<file path="config.mk">
export PLATFORM = sky130hd
export DESIGN_NAME = key_scanner
export DESIGN_NICKNAME = d
export VERILOG_FILES = /design/src/rtl/capiano_pkg.sv /design/src/rtl/pix_pos_ctr.sv /design/src/rtl/key_scanner.sv
export SDC_FILE = /design/constraint.sdc
export NUM_CORES = 1
export LEC_CHECK = 0
export ABC_AREA = 1
export CAP_MARGIN = 20
export CORE_ASPECT_RATIO = 1.1
export CORE_MARGIN = 1.5
export CORE_UTILIZATION = 30
export CTS_BUF_LIST = sky130_fd_sc_hd__clkbuf_8
export DETAILED_ROUTE_END_ITERATION = 7
export PLACE_DENSITY_LB_ADDON = 0.1
export SLEW_MARGIN = 40
export SYNTH_ARGS = -nofsm -noshare
export SYNTH_HDL_FRONTEND = slang
export SYNTH_SLANG_ARGS = --single-unit
</file>
<file path="constraint.sdc">
create_clock -name clk -period 8.5 [get_ports clk]
set_input_delay 1.7 -clock clk [delete_from_list [all_inputs] [get_ports clk]]
set_output_delay 1.7 -clock clk [all_outputs]
set_load 0.05 [all_outputs]
</file>
<file path="src/rtl/capiano_pkg.sv">
// rtl/capiano_pkg.sv - frame geometry, key count and capture state encoding shared by the key scanner
package capiano_pkg;
    localparam int FRAME_W = 320;
    localparam int FRAME_H = 240;
    localparam int KEYS    = 40;
    localparam int X_W     = 9;
    localparam int Y_W     = 8;
    localparam int CNT_W   = 8;

    typedef enum logic [3:0] {
        WAIT_FS = 4'd0,
        ACCUM   = 4'd1,
        EVAL    = 4'd2
    } cap_state_e;
endpackage

</file>
<file path="src/rtl/pix_pos_ctr.sv">
// rtl/pix_pos_ctr.sv - raster x/y position of the incoming pixel with clear, advance and end-of-frame
module pix_pos_ctr
    import capiano_pkg::*;
#(
    parameter int FRAME_W_P = FRAME_W,
    parameter int FRAME_H_P = FRAME_H
) (
    input  logic           clk,
    input  logic           rst,
    input  logic           clr,
    input  logic           adv,
    output logic [X_W-1:0] pos_x,
    output logic [Y_W-1:0] pos_y,
    output logic           eof
);
    localparam logic [X_W-1:0] X_LAST = X_W'(FRAME_W_P - 1);
    localparam logic [Y_W-1:0] Y_LAST = Y_W'(FRAME_H_P - 1);

    logic [X_W-1:0] x_q, x_d;
    logic [Y_W-1:0] y_q, y_d;

    // clr re-bases the current pixel to (0,0) so a pixel arriving with frame_start opens the new frame
    always_comb begin
        pos_x = clr ? '0 : x_q;
        pos_y = clr ? '0 : y_q;
        eof   = adv && (pos_x == X_LAST) && (pos_y == Y_LAST);
        x_d   = pos_x;
        y_d   = pos_y;
        if (adv) begin
            if (pos_x == X_LAST) begin
                x_d = '0;
                y_d = pos_y + 1'b1;
            end else begin
                x_d = pos_x + 1'b1;
            end
        end
    end

    always_ff @(posedge clk) begin
        if (!rst) begin
            x_q <= '0;
            y_q <= '0;
        end else begin
            x_q <= x_d;
            y_q <= y_d;
        end
    end
endmodule

</file>
<file path="src/rtl/key_scanner.sv">
// rtl/key_scanner.sv - counts dark pixels per piano key column and hands changed key bitmaps to the UART
module key_scanner #(
    parameter int KEYS     = capiano_pkg::KEYS,
    parameter int KEY_W    = 8,
    parameter int ROW_TOP  = 200,
    parameter int ROW_BOT  = 231,
    parameter int DARK_LVL = 9,
    parameter int THRESH   = 64,
    parameter int FRAME_W  = capiano_pkg::FRAME_W,
    parameter int FRAME_H  = capiano_pkg::FRAME_H
) (
    input  logic            clk,
    input  logic            rst,
    input  logic            frame_start,
    input  logic            pix_valid,
    input  logic [8:0]      pix_data,
    output logic [KEYS-1:0] keys,
    output logic            send,
    input  logic            send_done,
    output logic [3:0]      sta,
    output logic [3:0]      frame_cnt
);
    import capiano_pkg::*;

    localparam logic [Y_W-1:0]   ROW_TOP_L = Y_W'(ROW_TOP);
    localparam logic [Y_W-1:0]   ROW_BOT_L = Y_W'(ROW_BOT);
    localparam logic [4:0]       DARK_L    = 5'(DARK_LVL);
    localparam logic [CNT_W-1:0] THRESH_L  = CNT_W'(THRESH);
    localparam logic [CNT_W-1:0] CNT_MAX   = '1;

    cap_state_e       state_q, state_d;
    logic [X_W-1:0]   pos_x, key_idx;
    logic [Y_W-1:0]   pos_y;
    logic             eof, pos_clr, pos_adv, dark_hit, evaluating;
    logic [4:0]       lum;
    logic [CNT_W-1:0] cnt_q [KEYS];
    logic [CNT_W-1:0] cnt_d [KEYS];
    logic [KEYS-1:0]  result, cand;
    logic [KEYS-1:0]  keys_q, keys_d, last_q, last_d, pend_q, pend_d;
    logic             pend_vld_q, pend_vld_d, send_q, send_d;
    logic [3:0]       frame_cnt_q, frame_cnt_d;

    pix_pos_ctr #(
        .FRAME_W_P (FRAME_W),
        .FRAME_H_P (FRAME_H)
    ) u_pos (
        .clk   (clk),
        .rst   (rst),
        .clr   (pos_clr),
        .adv   (pos_adv),
        .pos_x (pos_x),
        .pos_y (pos_y),
        .eof   (eof)
    );

    always_comb begin
        state_d     = state_q;
        pos_clr     = 1'b0;
        pos_adv     = 1'b0;
        frame_cnt_d = frame_cnt_q;
        case (state_q)
            WAIT_FS: begin
                if (frame_start) begin
                    state_d = ACCUM;
                    pos_clr = 1'b1;
                    pos_adv = pix_valid;
                end
            end
            ACCUM: begin
                pos_clr = frame_start;
                pos_adv = pix_valid;
                if (eof) begin
                    state_d = EVAL;
                end
            end
            EVAL: begin
                state_d     = WAIT_FS;
                frame_cnt_d = frame_cnt_q + 1'b1;
            end
            default: state_d = WAIT_FS;
        endcase
    end

    assign lum      = {2'b00, pix_data[8:6]} + {2'b00, pix_data[5:3]} + {2'b00, pix_data[2:0]};
    assign dark_hit = pos_adv && (lum < DARK_L) && (pos_y >= ROW_TOP_L) && (pos_y <= ROW_BOT_L);
    assign key_idx  = pos_x / X_W'(KEY_W);

    always_comb begin
        for (int k = 0; k < KEYS; k++) begin
            cnt_d[k] = pos_clr ? '0 : cnt_q[k];
            if (dark_hit && (key_idx == X_W'(k)) && (cnt_d[k] != CNT_MAX)) begin
                cnt_d[k] = cnt_d[k] + 1'b1;
            end
            result[k] = cnt_q[k] >= THRESH_L;
        end
    end

    // A fresh evaluation supersedes whatever is pending when both compete for the idle send slot
    always_comb begin
        evaluating = (state_q == EVAL);
        cand       = evaluating ? result : pend_q;
        keys_d     = keys_q;
        last_d     = last_q;
        pend_d     = pend_q;
        pend_vld_d = pend_vld_q;
        send_d     = send_q;
        if (send_q) begin
            if (evaluating) begin
                pend_d     = result;
                pend_vld_d = 1'b1;
            end
            if (send_done) begin
                send_d = 1'b0;
                last_d = keys_q;
            end
        end else if (evaluating || pend_vld_q) begin
            pend_vld_d = 1'b0;
            if (cand != last_q) begin
                keys_d = cand;
                send_d = 1'b1;
            end
        end
    end

    always_ff @(posedge clk) begin
        if (!rst) begin
            state_q     <= WAIT_FS;
            keys_q      <= '0;
            last_q      <= '0;
            pend_q      <= '0;
            pend_vld_q  <= 1'b0;
            send_q      <= 1'b0;
            frame_cnt_q <= '0;
            for (int k = 0; k < KEYS; k++) begin
                cnt_q[k] <= '0;
            end
        end else begin
            state_q     <= state_d;
            keys_q      <= keys_d;
            last_q      <= last_d;
            pend_q      <= pend_d;
            pend_vld_q  <= pend_vld_d;
            send_q      <= send_d;
            frame_cnt_q <= frame_cnt_d;
            cnt_q       <= cnt_d;
        end
    end

    assign keys      = keys_q;
    assign send      = send_q;
    assign sta       = state_q;
    assign frame_cnt = frame_cnt_q;
endmodule

</file>
Word level (Yosys, flattened, before mapping)
Index checks and enable logic that the tools add are counted.

Add/sub/neg operators: 45. $lt $le $gt $ge: 43. Equal/unequal tests: 87. Mux-type cells: 101. Bitwise operators: 1. Reductions and logical operators: 93.

Operators with widths (number): $mux 8 (83); $add 8x1->8 const B (41); $ge 8x7->1 const B (40); $ne 8x8->1 const B (40); $eq 6x5->1 const B (16); $logic_and 1x1->1 (85); $eq 6x4->1 const B (8); $eq 6x6->1 const B (8); $mux 40 (1); $ne 40x40->1 (1); $mux 9 (3); $eq 6x3->1 const B (4); $eq 6x2->1 const B (2); $add 9x1->9 const B (1); $eq 9x9->1 const B (1); $logic_not 9->1 (1); $mux 1 (9); $eq 8x8->1 const B (1); $ge 8x8->1 const B (1); $le 8x8->1 const B (1); $mux 4 (2); $pmux 4 s2 (1); $eq 6x1->1 const B (1); $ne 2x2->1 const B (3); other kinds (13) (16).

Bits in registers: 467. Input bits: 14. Logic and storage cells: 419.

Longest topological paths before layout
Gate-level depths: netlist of the first run.

Word-level depth: 9. Mapped depth: 21. Mapped depth without buffers: 17.

Hierarchy
A second synthesis of the first run with hierarchy kept.

Cells, all modules: 3899. Area, all modules: 24977.7 sq um.

Modules (own cells, without submodules): key_scanner (times used 1, cells each 3742, area an instance 23996.8 sq um); pix_pos_ctr (times used 1, cells each 157, area an instance 980.9 sq um).

Worst setup path before layout of the first run
OpenSTA, ideal clock, no wires.

Path kind: in2reg. Start: input port pix_data[1]. End: register cnt_q[175] in the netlist's numbering. Setup time: 0.132 ns. Arrival time: 4.345 ns. Data required time: 8.368 ns. Setup slack: 4.023 ns. Stages: 15. Cell sequence: fa_1 ha_1 fa_1 or2_2 o21ai_0 nand2_1 nor3_1 nand2_2 inv_2 buf_4 buf_6 buf_4 nand3_1 o21ai_0 a21oi_1.

Cells in the longest elaborated chain, start to end: 8.

Ends and longest elaborated chain: from (decl) (line key_scanner.sv:16) `input logic [8:0] pix_data,`; $add 4x3->5 (line key_scanner.sv:84) `assign lum = {2'b00, pix_data[8:6]} + {2'b00, pix_data[5:3]} + {2'b00, pix_data[2:0]};`; $lt 5x4->1 (line key_scanner.sv:85) `assign dark_hit = pos_adv && (lum < DARK_L) && (pos_y >= ROW_TOP_L) && (pos_y <= ROW_BOT_L);`; $logic_and 1x1->1 (3 in series) (line key_scanner.sv:85); $logic_and 1x1->1 (2 in series) (line key_scanner.sv:91) `if (dark_hit && (key_idx == X_W'(k)) && (cnt_d[k] != CNT_MAX)) begin`; $mux 8 (line key_scanner.sv:91); to (signal assigned) (line key_scanner.sv:145) `cnt_q <= cnt_d;`; to (decl) (line key_scanner.sv:36) `logic [CNT_W-1:0] cnt_q [KEYS];`.

Every way passes these cells. A chain may end at the register's enable or synchronous reset.

Worst setup path after layout of the first run
Start: input port pix_data[1]. End: register cnt_q[63] in the netlist's numbering.

The elaborated chain is that of the path after synthesis.

==> results of run 1 <==
==> worst max path at each step <==
| stage | endpoint | from |
|---|---|---|
| after global placement | cnt_q[156] | pix_data[1] |
| final | cnt_q[63] | pix_data[1] |
| after global routing | cnt_q[63] | pix_data[1] |
| after CTS | cnt_q[61] | pix_data[1] |
| after detailed placement | cnt_q[61] | pix_data[1] |
| after floorplan | cnt_q[175] | pix_data[1] |
==> layout make-up <==
type	count	area share
inverter	506	0.0676
antenna	2	0.000177
multi-input combinational	2721	0.465
clock buffer	113	0.0551
clock inverter	42	0.00576
tap	1064	0.0472
timing repair buffer	81	0.0289
sequential	465	0.330
==> flip-flops by register name, summed over array words and instances (netlist names) <==
register / count
cnt_q: 320
frame_cnt: 4
keys: 40
last_q: 40
pend_q: 40
pend_vld_q: 1
send: 1
sta: 2
u_pos.x_q: 9
u_pos.y_q: 8
==> cell usage after synthesis, types with 4 or more instances <==
library cell  count  area share
xnor2_1          48       0.017
dfxtp_1         465        0.37
nor3_1           86       0.017
o22ai_1          12      0.0030
ha_1             46       0.023
nor4_1           12      0.0030
buf_4            23      0.0069
o211ai_1          7      0.0021
buf_6             5      0.0022
nor3_2            6      0.0024
nor2_2           22      0.0055
o21ai_0         248       0.050
nor2_1          598       0.090
nand2_1         829        0.12
fa_1              4      0.0032
clkinv_1          7      0.0010
and3_1           17      0.0042
clkbuf_1         71       0.011
inv_1           480       0.072
o21ai_1           6      0.0012
inv_2            19      0.0028
and2_1            4      0.0010
nand4_1         107       0.027
nor2_4            6      0.0027
nand3_1         222       0.044
nand2_2           9      0.0022
nand2b_1          9      0.0022
buf_2            46      0.0092
nor3b_1          25      0.0075
xor2_1           50       0.017
nand3b_1          6      0.0018
a211oi_1          8      0.0024
a21oi_1         316       0.063
==> power by group through the flow <==
stage / clock network [mW] / logic, mW / registers, mW
after floorplan: 0 / 0.0941 / 2.23
after global placement: 0 / 0.139 / 2.23
after detailed placement: 0 / 0.139 / 2.23
after CTS: 2.27 / 0.139 / 2.18
after global routing: 2.37 / 0.152 / 2.18
final: 2.18 / 0.134 / 2.18
==> cell families after synthesis <==
| family | Yosys count | synth area share |
|---|---|---|
| buffers and inverters | 654 | 0.105 |
| other | 1 | 0.000150 |
| AND/OR/NAND/NOR | 1968 | 0.339 |
| XOR/XNOR | 98 | 0.0343 |
| flip-flops | 465 | 0.372 |
| AO/OA/AOI/OAI | 603 | 0.123 |
| adder cells (fa/ha/maj) | 50 | 0.0262 |
==> worst reg2reg max path, cell delays in order, from the launching register on <==
cell     delay (ns)
dfxtp_1        0.51
inv_2          0.16
nand2_8        0.34
nand2_2        0.13
inv_2          0.10
nand2_1        0.07
o21ai_1        0.18
nand2_2        0.35
inv_2          0.77
buf_12         0.33
nand4_1        0.36
inv_1          0.28
nand2_1        0.08
a21oi_1        0.14
==> per-stage QoR <==
step	util	instances	power [mW]	hold WS, ns
global placement	0.321	4836	2.37	0.446
detailed placement	0.321	4836	2.37	0.448
global route	0.343	4994	4.70	0.469
floorplan	-	3840	2.32	0.427
finish	0.343	4994	4.49	0.454
CTS	0.342	4991	4.59	0.457
==> per-layer routing <==
metal | routed length [um] | up-vias | share of wire
met5 | 0 | - | 0
met4 | 2560 | 0 | 0.036
met3 | 2250 | 123 | 0.031
met2 | 33100 | 297 | 0.46
met1 | 34200 | 10415 | 0.47
li1 | - | 12384 | -
==> metrics.md, run 1 <==
| Metric | Value |
|---|---|
| FF-to-FF End | cnt_q[63] |
| Slowest CP cell | inv_2 |
| Clock power frac | 0.484 |
| Slew Viols, Final | 0 |
| Post-synthesis cell area | 25000 um2 |
| GRT busiest layer | met2 |
| CTS resizes | 0 |
| Dpl ws | 1.98 ns |
| IO buf count | 60 |
| Gate power share | 0.030 |
| CP Data Required Time | ~9 ns |
| Drt wl/cell | 14.4 um |
| Max Freq | 175 MHz |
| Num ports | between 60 and 70 |
| RSZ-0062 raised after global routing | no |
| Power density over the cells | approximately 160 nW/um2 |
| Final wirelength | around 72 mm |
| Status | completed |
| Max-cap viol count | 0 |
| Critical path type | in2reg |
| CTS Sinks | 465 |
| Clock transition at path regs | roughly 0.05 ns |
| Synth async-reset ratio | 0 |
| Sequential cell fraction of total power | 0.486 |
| Cts bufs inserted | 91 |
| Max VDD drop | between 0.00009 and 0.0001 V |
| Htree depth | 3 |
| Post-synth EDFFs | 0 |
| Post-CTS Hold Fix Bufs | 0 |
| GR Util met3 | 0.0271 |
| Final Instance Area | 28200 um2 |
| DRT iter0 DRCs | 1259 |
| Met2 usage | 0.286 |
| Final-report setup violation count | 0 |
| Row count | 110 |
| Startpoint Class | primary input |
| Hold depth | 2 |
| Total number of vias | between 20000 and 25000 |
| Vias in the first global route | 22223 |
| Cell variety after synth | 44 |
| Post-synthesis sequential area ratio | 0.372 |
| Clock Path Buffers | 3 |
| Leak pwr | 10.9 nW |
| Sw Ratio | 0.246 |
| Area growth syn-to-layout | 12.7% |
| Worst reg2reg path depth | 13 |
| Hold Fails Final Rpt | 0 |
| Top delay family on crit path | buffers and inverters |
| Dpl hpwl | 47.4 mm |
| ANT nets after route | 0 |
| Multi-input logic area | 13100 um2 |
| Commonest non-fill, non-tap cell in the layout | nand2_1 |
| Remaining DRCs | 0 |
| Die ar. | 85200 um2 |
| Worst slew margin | 0.460 |
| Cell chain of the critical path | clkdlybuf4s50_1 -> fa_1 -> ha_1 -> fa_1 -> or2_2 -> o21ai_0 -> nand2_1 -> nor3_1 -> nand2_2 -> inv_2 -> buf_12 -> nand4_1 -> inv_1 -> nand2_1 -> a21oi_1 |
| Hold Crit Class | reg2reg |
| Grt ovf | 0 |
| Crit path buffers/inverters | 4 |
| Met1 GRT Util | 0.215 |
| Vias/cell | 4.65 |
| Post-synthesis cell count | 3839 |
| Share of layout cells above drive strength 1 | 0.0542 |
| R2R Setup Slk | 4.62 ns |
| CTS Root Cell | clkbuf_8 |
| Worst hold endpoint | cnt_q[69] |
| Psw | 1.10 mW |
| Reg2Reg Launch Point | sta[1] |
| Synth warnings | 0 |
| Die height | 306 um |
| Skew final | between 0.03 and 0.04 ns |
| Total GRT Usage | 0.169 |
| RePlAce Congestion | 0.777 |
| Fin worst setup slack | 2.79 ns |
| Drt pass-1 iters | 7 |
| Fill cell count | a little over 9000 |
| CTS tree | yes |
| WP data arrival | 6.31 ns |
| Initial Util | 0.304 |
| Crit-path max FO | 38 |
| Most frequent cells in the layout | nand2_1 (828), nor2_1 (597), inv_1 (520) |
| Ys flop type | dfxtp_1 |
| Placement Cell Area | 26500 um2 |
| Post-CTS Setup Bufs | 0 |
| Clock insertion delay at the later pin of the skew report | 0.69 ns |
| Crit. End Element | flip-flop |
| Post-route clock period utilization | 0.672 |
| #FFs+latches synth | 465 |
| P_int | 3.39 mW |
| Worst path max stage delay | 0.75 ns |
| Synthesized area per cell | 6.52 um2 |
| Worst Hold Launch | cnt_q[69] |
| Largest net degree at the start of global routing | 119 |
| Min Tclk post-route | roughly 5.7 ns |
| Total negative slack | 0 ns |
| Reg area | 9310 um2 |
| Fin nets | 3930 |
| Global-route wire length before repair | around 120 mm |
| Chip width | about 280 um |
| Worst slew pin tran | 0.809 ns |
| WP depth | 15 |
| Initial antenna violation count | 2 |
| Core box area | 82300 um2 |
Power figures use the tool's default switching activity.
==> run 2: changes to the inputs <==
==> constraint.sdc (replaced) <==
create_clock -name clk -period 4.7 [get_ports clk]
set_input_delay 0.94 -clock clk [delete_from_list [all_inputs] [get_ports clk]]
set_output_delay 0.94 -clock clk [all_outputs]
set_load 0.05 [all_outputs]
==> run 2 against run 1 <==
- setup slack lost 2.0 ns
- die area is the same
- hold slack gained 0.0032 ns
- non-clock buffer count grew 39
- first-iteration DRC count grew 0.79%
- sequential power grew 81%
- utilization grew 0.50 points
- via count grew 0.68%
- routed wire length grew 0.47%
- final cell count grew 0.92%
- combinational power grew 97%
==> metrics.md, run 2 (synthesis gave the netlist of run 1 again) <==
| Metric | Value |
|---|---|
| Most frequent cells in the layout | nand2_1 (828), nor2_1 (597), inv_1 (522) |
| Leak pwr | 11.2 nW (+2.3%) |
| Total GRT Usage | 0.171 (+0.00172) |
| Chip width | 278 um (unchanged) |
| CTS Root Cell | clkbuf_8 |
| Fill cell count | 9081 (-0.11%) |
| Clock transition at path regs | 0.06 ns (about the same) |
| Area growth syn-to-layout | 14.4% |
| Crit. End Element | flip-flop |
| Row count | 110 (unchanged) |
| Slew Viols, Final | 0 (unchanged) |
| Vias in the first global route | 22461 (+1.1%) |
| Startpoint Class | primary input |
| Clock Path Buffers | 3 (unchanged) |
| ANT nets after route | 0 (unchanged) |
| Drt pass-1 iters | 5 (-2) |
| Post-route clock period utilization | 0.828 |
| Hold Fails Final Rpt | 0 (unchanged) |
| Die height | 306 um (unchanged) |
| IO buf count | 60 (unchanged) |
| Core box area | 82300 um2 (unchanged) |
| Initial antenna violation count | 3 (+1) |
| Htree depth | 3 (unchanged) |
| Slowest CP cell | fa_1 |
| Skew final | 0.0293 ns (-0.00770 ns) |
| Cell chain of the critical path | clkdlybuf4s50_1 -> fa_1 -> ha_1 -> fa_1 -> or2_2 -> o21ai_0 -> nand2_1 -> nor3_1 -> nand2_2 -> inv_2 -> buf_4 -> nand3_1 -> inv_2 -> nand2_1 -> o21ai_0 -> nor2_1 |
| Max-cap viol count | 0 (unchanged) |
| Share of layout cells above drive strength 1 | 0.0647 (+0.0104) |
| RSZ-0062 raised after global routing | no |
| Drt wl/cell | 14.4 um (-0.45%) |
| Fin nets | 3968 (+0.97%) |
| CTS tree | yes |
| Total negative slack | 0 ns (unchanged) |
| Post-CTS Setup Bufs | 0 (unchanged) |
| Worst slew margin | 0.451 (-0.00857) |
| Global-route wire length before repair | 118 mm (+1.2%) |
| Final wirelength | 72.4 mm (+0.47%) |
| CTS Sinks | 465 (unchanged) |
| Power density over the cells | 287 nW/um2 (+80%) |
| CTS resizes | 0 (unchanged) |
| DRT iter0 DRCs | 1269 (+0.79%) |
| Grt ovf | 0 (unchanged) |
| Initial Util | 0.304 (unchanged) |
| Status | completed |
| Dpl ws | 0.0618 ns (-1.92 ns) |
| Remaining DRCs | 0 (unchanged) |
| Worst slew pin tran | 0.823 ns (+0.0140 ns) |
| Largest net degree at the start of global routing | 88 (-26%) |
| Total number of vias | 23376 (+0.68%) |
| Vias/cell | 4.64 (-0.24%) |
| Max VDD drop | 0.000162 V (+69%) |
| Commonest non-fill, non-tap cell in the layout | nand2_1 |
| Num ports | 63 (unchanged) |
| Min Tclk post-route | 3.89 ns |
| Dpl hpwl | 49.2 mm (+3.8%) |
| Cts bufs inserted | 90 (-1.1%) |
| RePlAce Congestion | 0.802 (+3.2%) |
| Worst path max stage delay | 0.54 ns (-0.21 ns) |
| CP Data Required Time | 5.25 ns (-3.85 ns) |
| Critical path type | in2reg |
| Die ar. | 85200 um2 (unchanged) |
| Crit-path max FO | 16 (-58%) |
| Post-CTS Hold Fix Bufs | 0 (unchanged) |
| Max Freq | 257 MHz |
| Hold Crit Class | reg2reg |
| Final-report setup violation count | 0 (unchanged) |
| WP data arrival | 4.44 ns (-1.87 ns) |
| Largest register FFs | 320 (unchanged) |
| Top reg by flops | cnt_q |
| Fin worst setup slack | 0.810 ns (-1.98 ns) |
| Multi-input logic area | 13100 um2 (about the same) |
| Clock insertion delay at the later pin of the skew report | 0.69 ns (about the same) |
| Reg area | 9310 um2 (unchanged) |
[run 2: per-layer routing]
layer | vias to the layer above | global-route usage | share of wire | wire length [um]
li1 | 12468 | - | - | -
met1 | 10541 | 0.224 | 0.49 | 35300
met2 | 257 | 0.289 | 0.46 | 33200
met3 | 110 | 0.0266 | 0.031 | 2260
met4 | 0 | 0.0474 | 0.023 | 1660
met5 | - | 0 | 0 | 0
[run 2: critical path, delay by kind of cell]
kind / cells / cell delay, ns
buffers and inverters: 4 / 0.95
AND/OR/NAND/NOR: 7 / 1.03
adder cells (fa/ha/maj): 3 / 1.18
AO/OA/AOI/OAI: 2 / 0.32
[run 2: where the power goes]
part	total, mW	switching, mW	internal, mW
logic	0.264	0.191	0.0736
registers	3.95	0.00188	3.95
clock network	4.01	1.84	2.17
[run 2: area by class of cell]
type,count,area share
Sequential cell,465,0.325
Clock inverter,49,0.00734
Timing Repair Buffer,120,0.0412
Tap cell,1064,0.0465
Multi-Input combinational cell,2721,0.458
Clock buffer,114,0.0548
Inverter,506,0.0665
Antenna cell,1,0.0000874
[run 2: final timing paths]
kind	start	to	slack [ns]	cells past startpoint
max	pix_data[1]	cnt_q[156]	0.81	16
min	cnt_q[77]	cnt_q[77]	0.46	2
max reg2reg	sta[1]	keys[22]	1.12	16
min reg2reg	cnt_q[77]	cnt_q[77]	0.46	2
[run 2: stage by stage]
step / cell area, um2 / power (mW) / cells / hold WS [ns] / utilization
6_report: 28600 / 8.22 / 5040 / 0.457 / 0.348
5_1_grt: 28600 / 8.61 / 5040 / 0.469 / 0.348
4_1_cts: 28600 / 8.41 / 5039 / 0.456 / 0.348
3_5_place_dp: 26800 / 4.30 / 4876 / 0.447 / 0.326
3_3_place_gp: 26800 / 4.31 / 4876 / 0.449 / 0.326
2_1_floorplan: 25000 / 4.20 / 3840 / 0.427 / -
